--- src/rtl/neuron_cfg_loader_pkg.sv ---
// fnn_cfg_pkg: shared loader state type and header field layout
package fnn_cfg_pkg;
  typedef enum logic [2:0] {IDLE, WEIGHTS, BIAS, DRAIN, DONE} cfg_state_t;
  localparam int LAYER_MSB = 31;
  localparam int LAYER_LSB = 24;
  localparam int NEURON_MSB = 23;
  localparam int NEURON_LSB = 16;
  localparam int COUNT_MSB = 15;
  localparam int COUNT_LSB = 0;
  localparam logic [7:0] END_LAYER = 8'hFF;
endpackage

--- src/rtl/neuron_cfg_loader_if.sv ---
// neuron_cfg_if: host word stream in, neuron configuration bus out
interface neuron_cfg_if;
  logic [31:0] s_data;
  logic s_valid;
  logic s_ready;
  logic [31:0] config_layer_num;
  logic [31:0] config_neuron_num;
  logic weightValid;
  logic [31:0] weightValue;
  logic biasValid;
  logic [31:0] biasValue;
  modport master(input s_data, s_valid, output s_ready, config_layer_num, config_neuron_num,
                 weightValid, weightValue, biasValid, biasValue);
  modport slave(output s_data, s_valid, input s_ready, config_layer_num, config_neuron_num,
                weightValid, weightValue, biasValid, biasValue);
endinterface

--- src/rtl/neuron_cfg_loader_hdr_decode.sv ---
// cfg_hdr_decode: splits a frame header and classifies it as end marker or malformed
module cfg_hdr_decode import fnn_cfg_pkg::*; #(
  parameter int MAX_WEIGHTS = 784,
  parameter int CNT_W = 16
) (
  input  logic [31:0] hdr,
  output logic [7:0] layer,
  output logic [7:0] neuron,
  output logic [CNT_W-1:0] count,
  output logic is_end,
  output logic is_bad
);
  localparam logic [CNT_W-1:0] MAX_W = CNT_W'(MAX_WEIGHTS);
  always_comb begin
    layer = hdr[LAYER_MSB:LAYER_LSB];
    neuron = hdr[NEURON_MSB:NEURON_LSB];
    count = CNT_W'(hdr[COUNT_MSB:COUNT_LSB]);
    is_end = layer == END_LAYER && count == '0;
    is_bad = !is_end && (count == '0 || count > MAX_W);
  end
endmodule

--- src/rtl/neuron_cfg_loader.sv ---
// neuron_cfg_loader: turns a header/weight/bias word stream into neuron config bus pulses
module neuron_cfg_loader import fnn_cfg_pkg::*; #(
  parameter int MAX_WEIGHTS = 784,
  parameter int CNT_W = 16
) (
  input  logic clk,
  input  logic rst,
  input  logic restart,
  neuron_cfg_if.master bus,
  output logic cfg_busy,
  output logic cfg_done,
  output logic cfg_err
);
  localparam logic [CNT_W:0] ONE = (CNT_W+1)'(1);
  cfg_state_t state;
  logic [CNT_W:0] cnt;
  logic [7:0] layer, neuron;
  logic [CNT_W-1:0] count;
  logic is_end, is_bad, xfer, last;
  cfg_hdr_decode #(.MAX_WEIGHTS(MAX_WEIGHTS), .CNT_W(CNT_W)) u_dec (
    .hdr(bus.s_data), .layer(layer), .neuron(neuron), .count(count),
    .is_end(is_end), .is_bad(is_bad)
  );
  always_comb begin
    bus.s_ready = !rst && state != DONE;
    xfer = bus.s_valid && bus.s_ready;
    last = cnt == ONE;
    cfg_busy = state == WEIGHTS || state == BIAS || state == DRAIN;
  end
  always_ff @(posedge clk) begin
    if (rst) begin
      state <= IDLE;
      cnt <= '0;
      cfg_done <= 1'b0;
      cfg_err <= 1'b0;
      bus.config_layer_num <= '0;
      bus.config_neuron_num <= '0;
      bus.weightValid <= 1'b0;
      bus.weightValue <= '0;
      bus.biasValid <= 1'b0;
      bus.biasValue <= '0;
    end else begin
      bus.weightValid <= 1'b0;
      bus.biasValid <= 1'b0;
      if (xfer) begin
        unique case (state)
          IDLE: begin
            if (is_end) begin
              state <= DONE;
              cfg_done <= 1'b1;
            end else if (is_bad) begin
              state <= DRAIN;
              cfg_err <= 1'b1;
              cnt <= {1'b0, count} + ONE;
            end else begin
              state <= WEIGHTS;
              cnt <= {1'b0, count};
              bus.config_layer_num <= {24'b0, layer};
              bus.config_neuron_num <= {24'b0, neuron};
            end
          end
          WEIGHTS: begin
            bus.weightValid <= 1'b1;
            bus.weightValue <= bus.s_data;
            cnt <= cnt - ONE;
            state <= last ? BIAS : WEIGHTS;
          end
          BIAS: begin
            bus.biasValid <= 1'b1;
            bus.biasValue <= bus.s_data;
            state <= IDLE;
          end
          DRAIN: begin
            cnt <= cnt - ONE;
            state <= last ? IDLE : DRAIN;
          end
          default: state <= state;
        endcase
      end
      if (state == DONE && restart) begin
        state <= IDLE;
        cfg_done <= 1'b0;
        cfg_err <= 1'b0;
      end
    end
  end
endmodule

--- src/flat_wrapper.sv ---
// flat-port wrapper written by rule: the top's interface ports become plain ports
module neuron_cfg_loader_flat import fnn_cfg_pkg::*;
#(
  parameter int MAX_WEIGHTS = 784,
  parameter int CNT_W = 16
)
  (clk, rst, restart, cfg_busy, cfg_done, cfg_err, bus_s_data, bus_s_valid, bus_s_ready, bus_config_layer_num, bus_config_neuron_num, bus_weightValid, bus_weightValue, bus_biasValid, bus_biasValue);
  neuron_cfg_if bus_i ();
  input  logic clk;
  input  logic rst;
  input  logic restart;
  output logic cfg_busy;
  output logic cfg_done;
  output logic cfg_err;
  input wire logic [$bits(bus_i.s_data)-1:0] bus_s_data;
  input wire logic [$bits(bus_i.s_valid)-1:0] bus_s_valid;
  output wire logic [$bits(bus_i.s_ready)-1:0] bus_s_ready;
  output wire logic [$bits(bus_i.config_layer_num)-1:0] bus_config_layer_num;
  output wire logic [$bits(bus_i.config_neuron_num)-1:0] bus_config_neuron_num;
  output wire logic [$bits(bus_i.weightValid)-1:0] bus_weightValid;
  output wire logic [$bits(bus_i.weightValue)-1:0] bus_weightValue;
  output wire logic [$bits(bus_i.biasValid)-1:0] bus_biasValid;
  output wire logic [$bits(bus_i.biasValue)-1:0] bus_biasValue;
  assign bus_i.s_data = bus_s_data;
  assign bus_i.s_valid = bus_s_valid;
  assign bus_s_ready = bus_i.s_ready;
  assign bus_config_layer_num = bus_i.config_layer_num;
  assign bus_config_neuron_num = bus_i.config_neuron_num;
  assign bus_weightValid = bus_i.weightValid;
  assign bus_weightValue = bus_i.weightValue;
  assign bus_biasValid = bus_i.biasValid;
  assign bus_biasValue = bus_i.biasValue;
  neuron_cfg_loader #(.MAX_WEIGHTS(MAX_WEIGHTS), .CNT_W(CNT_W)) u_core (.clk(clk), .rst(rst), .restart(restart), .bus(bus_i), .cfg_busy(cfg_busy), .cfg_done(cfg_done), .cfg_err(cfg_err));
endmodule
--- config.mk ---
export PLATFORM = sky130hd
export DESIGN_NAME = neuron_cfg_loader_flat
export DESIGN_NICKNAME = d
export VERILOG_FILES = /design/src/rtl/neuron_cfg_loader_pkg.sv /design/src/rtl/neuron_cfg_loader_if.sv /design/src/rtl/neuron_cfg_loader_hdr_decode.sv /design/src/rtl/neuron_cfg_loader.sv /design/src/flat_wrapper.sv
export SDC_FILE = /design/constraint.sdc
export NUM_CORES = 1
export LEC_CHECK = 0
export ABC_CLOCK_PERIOD_IN_PS = 2300
export BUFFER_PORTS_ARGS = -buffer_cell sky130_fd_sc_hd__buf_2
export CORE_ASPECT_RATIO = 0.75
export CORE_MARGIN = 1
export CORE_UTILIZATION = 51
export DETAILED_ROUTE_END_ITERATION = 8
export PLACE_DENSITY = 0.81
export SYNTH_ARGS = -nofsm -noshare
export SYNTH_HDL_FRONTEND = slang
export SYNTH_SLANG_ARGS = --single-unit
export TNS_END_PERCENT = 5
--- constraint.sdc ---
create_clock -name clk -period 2.3 [get_ports clk]
set_clock_uncertainty 0.15 [all_clocks]
set_input_delay 0.23 -clock clk [delete_from_list [all_inputs] [get_ports clk]]
set_output_delay 0.23 -clock clk [all_outputs]
set_load 0.05 [all_outputs]
==> results.cfg <==
[timing]
slew_headroom_pct = 60.7
finalHoldViolCount = 0
final-max-slew-violation-count = 0
tightestPinTransition_ps = 589
setup_slack_ps = 126
fin_crit_ps = 2170
rsz0062_at_grt = false
setup_viol = 0
finalCritPeriodShare_pct = 94.5
hold_slack_ps = 11.0
fmax_mhz = 460
tns_ps = 0

[cells_and_area]
finalCoreUtilization_pct = 64.5
syn2layout_area_growth_pct = 19.5
fin_nets = 796
diodes = 0
drive_gt1_share_pct = 23.7

[cts]
htreeDepth = 3
cts_tree = done
clkTransAtPathRegs_ps = 70
cts_sinks = 104
clock_latency_ps = 340
post_cts_resized = 0
post-cts-setup-buffers = 0
clock-root-buffer = clkbuf_16
clock_path_buffers = 2
cts_made_buffers = 9

[placed_design]
hpwl_um = 9840
io_buffers = 121
place_congestion = 0.887
pre_cts_ws_ps = -23.2

[pwr]
powerDensity_mw_per_mm2 = 697
total_power_w = 0.00417
leakage_nw = 2.61
vdd_drop_max_uv = 464

[floorplanning]
start_util_pct = 54.0
die_w_um = 116
fp-row-count = 30
io_pins = 170
die_area_mm2 = 0.0102
coreArea_mm2 = 0.00927
die_h_um = 87.8

[status]
status = finished clean

[critical_path]
crit_required_ps = 2370
worst_setup_path_start_kind = input pin
arrival_ps = 2240
r2r_slack_ps = 180
crit_end = u_core.cnt[8]
cp-startpoint = bus_s_data[28]
rr_worst_depth = 7
r2r_end = u_core.cnt[13]
end_kind = flop
setup.worst_path.class = in2reg
rr_startpoint = u_core.cnt[7]
crit_fanout = 21

[job]
max_cap_viol_count = 0

[detailed_routing]
drc = 0
drtPass1Iterations = 5
drtAntennaViolNets = 0
routed_wl_um = 13500
num_vias = 4696
routedWlPerCell_um = 15.2
drtIter0Drc = 413
vias_per_cell = 5.28

[synth]
synth.most_common_cell = nand2_1
syn_avg_cell_area_um2 = 7.95
ys_ff_latch = 104
synth_top_area_share_pct = 41.6
synth_cells = 629
synth_flop_cell = dfxtp_1
ys_warn_count = 0
ys_seq_area_share_pct = 41.6
async_flop_share_pct = 0
synth_cell_types = 64
synth_edf_count = 0
yosys-top-cells-area = dfxtp_1, nand2_1, a21oi_1, buf_4, mux2i_1
synthTopCellsByCount = nand2_1, dfxtp_1, a21oi_1, buf_4, nor2_1
yosys.area.top_type = dfxtp_1
syn_area_mm2 = 0.00500

[global_route]
grt_usage_pct = 26.6
grt_pass1_vias = 4278
globalRouteOverflowTotal = 0
antenna_found_initial = 0
grt_max_degree = 60
grt_pass1_wl_um = 21100

[hold_path]
hp-class = in2reg
## how the worst min path moves through the flow
| stage | start | endpoint | slack [ps] | cells past startpoint |
|---|---|---|---|---|
| floorplan | bus_s_data[0] | u_core.bus.biasValue[0] | 220 | 2 |
| global placement | u_core.bus.weightValue[2] | u_core.bus.weightValue[2] | 290 | 2 |
| detailed placement | u_core.bus.weightValue[15] | u_core.bus.weightValue[15] | 290 | 2 |
| CTS | bus_s_data[27] | u_core.bus.weightValue[27] | 2 | 3 |
| global route | bus_s_data[29] | u_core.bus.biasValue[29] | 9 | 3 |
| finish | bus_s_data[29] | u_core.bus.weightValue[29] | 10 | 3 |
## cell type report
cell class | count | area [um2]
repair buffers | 155 | 888
clock inverters | 5 | 38.8
well taps | 128 | 160
clock buffers | 11 | 243
flip-flops and latches | 104 | 2080
multi-input cells | 477 | 2530
inverters | 9 | 33.8
fillers | 793 | 3290
## power by group
group	internal (W)	switching, W	leakage, nW	total, W
clock network	0.000774	0.000679	0.142	0.00145
logic	0.000222	0.000589	1.62	0.000811
registers	0.00185	0.0000480	0.842	0.00190
total	0.00285	0.00132	2.61	0.00417
## kinds of logic after synthesis
family | count (synthesis) | synth area share [%]
buffers and inverters | 95 | 11.3
DFF | 104 | 41.6
other | 1 | 0.0749
muxes | 19 | 3.83
xor gates and xnor gates | 13 | 2.28
AOI/OAI and AO/OA | 132 | 15.7
adders and majority gates | 4 | 1.00
and+or+nand+nor | 261 | 24.2
## through the flow
stage	std cells	instance area, um2
after CTS	889	5980
final	889	5980
after detailed placement	867	5640
after global placement	867	5640
after global routing	889	5980
after floorplan	676	5180
## worst max-delay path, cell delays in order
cell	delay (ps)
dlygate4sd3_1	530
buf_2	140
and3_1	210
and3b_1	200
nand4_2	160
nand2_1	130
buf_12	170
a221oi_1	360
a21oi_2	90
## cells in the final DEF (no fill, tap or decap), types with 3 or more instances in the layout
| cell | count |
|---|---|
| xnor2_1 | 3 |
| a21oi_1 | 81 |
| o21ai_0 | 18 |
| o22ai_1 | 5 |
| nor2b_1 | 5 |
| nand4_1 | 10 |
| and2_1 | 8 |
| inv_1 | 9 |
| nand2b_1 | 4 |
| a22oi_1 | 3 |
| clkbuf_16 | 9 |
| nor4_1 | 6 |
| and3_1 | 4 |
| mux2i_1 | 18 |
| a31oi_1 | 4 |
| o21a_1 | 3 |
| buf_4 | 27 |
| xor2_1 | 10 |
| nand3_1 | 9 |
| nand2_1 | 146 |
| dfxtp_1 | 104 |
| nor3_1 | 8 |
| conb_1 | 48 |
| dlygate4sd3_1 | 6 |
| buf_2 | 121 |
| ha_1 | 4 |
| nor2_1 | 42 |
## layer usage
metal,vias to the layer above,global-route usage (%),routed length [um]
met5,-,0,0
met4,0,7.93,126
met3,13,7.75,1090
met2,187,41.9,6310
met1,2217,35.4,6010
li1,2279,-,-
## registers in the layout, indices dropped and copies added (netlist names)
register                      flops
u_core.bus.weightValid            1
u_core.bus.biasValid              1
u_core.state                      3
u_core.cfg_done                   1
u_core.cfg_err                    1
u_core.bus.config_layer_num       8
u_core.cnt                       17
u_core.bus.config_neuron_num      8
u_core.bus.biasValue             32
u_core.bus.weightValue           32
## repair_timing
item,4_1_cts,5_1_grt
setup endpoints to repair,0,0
hold buffers,6,0
hold endpoints to repair,7,0
(Power assumes the default switching activity.)
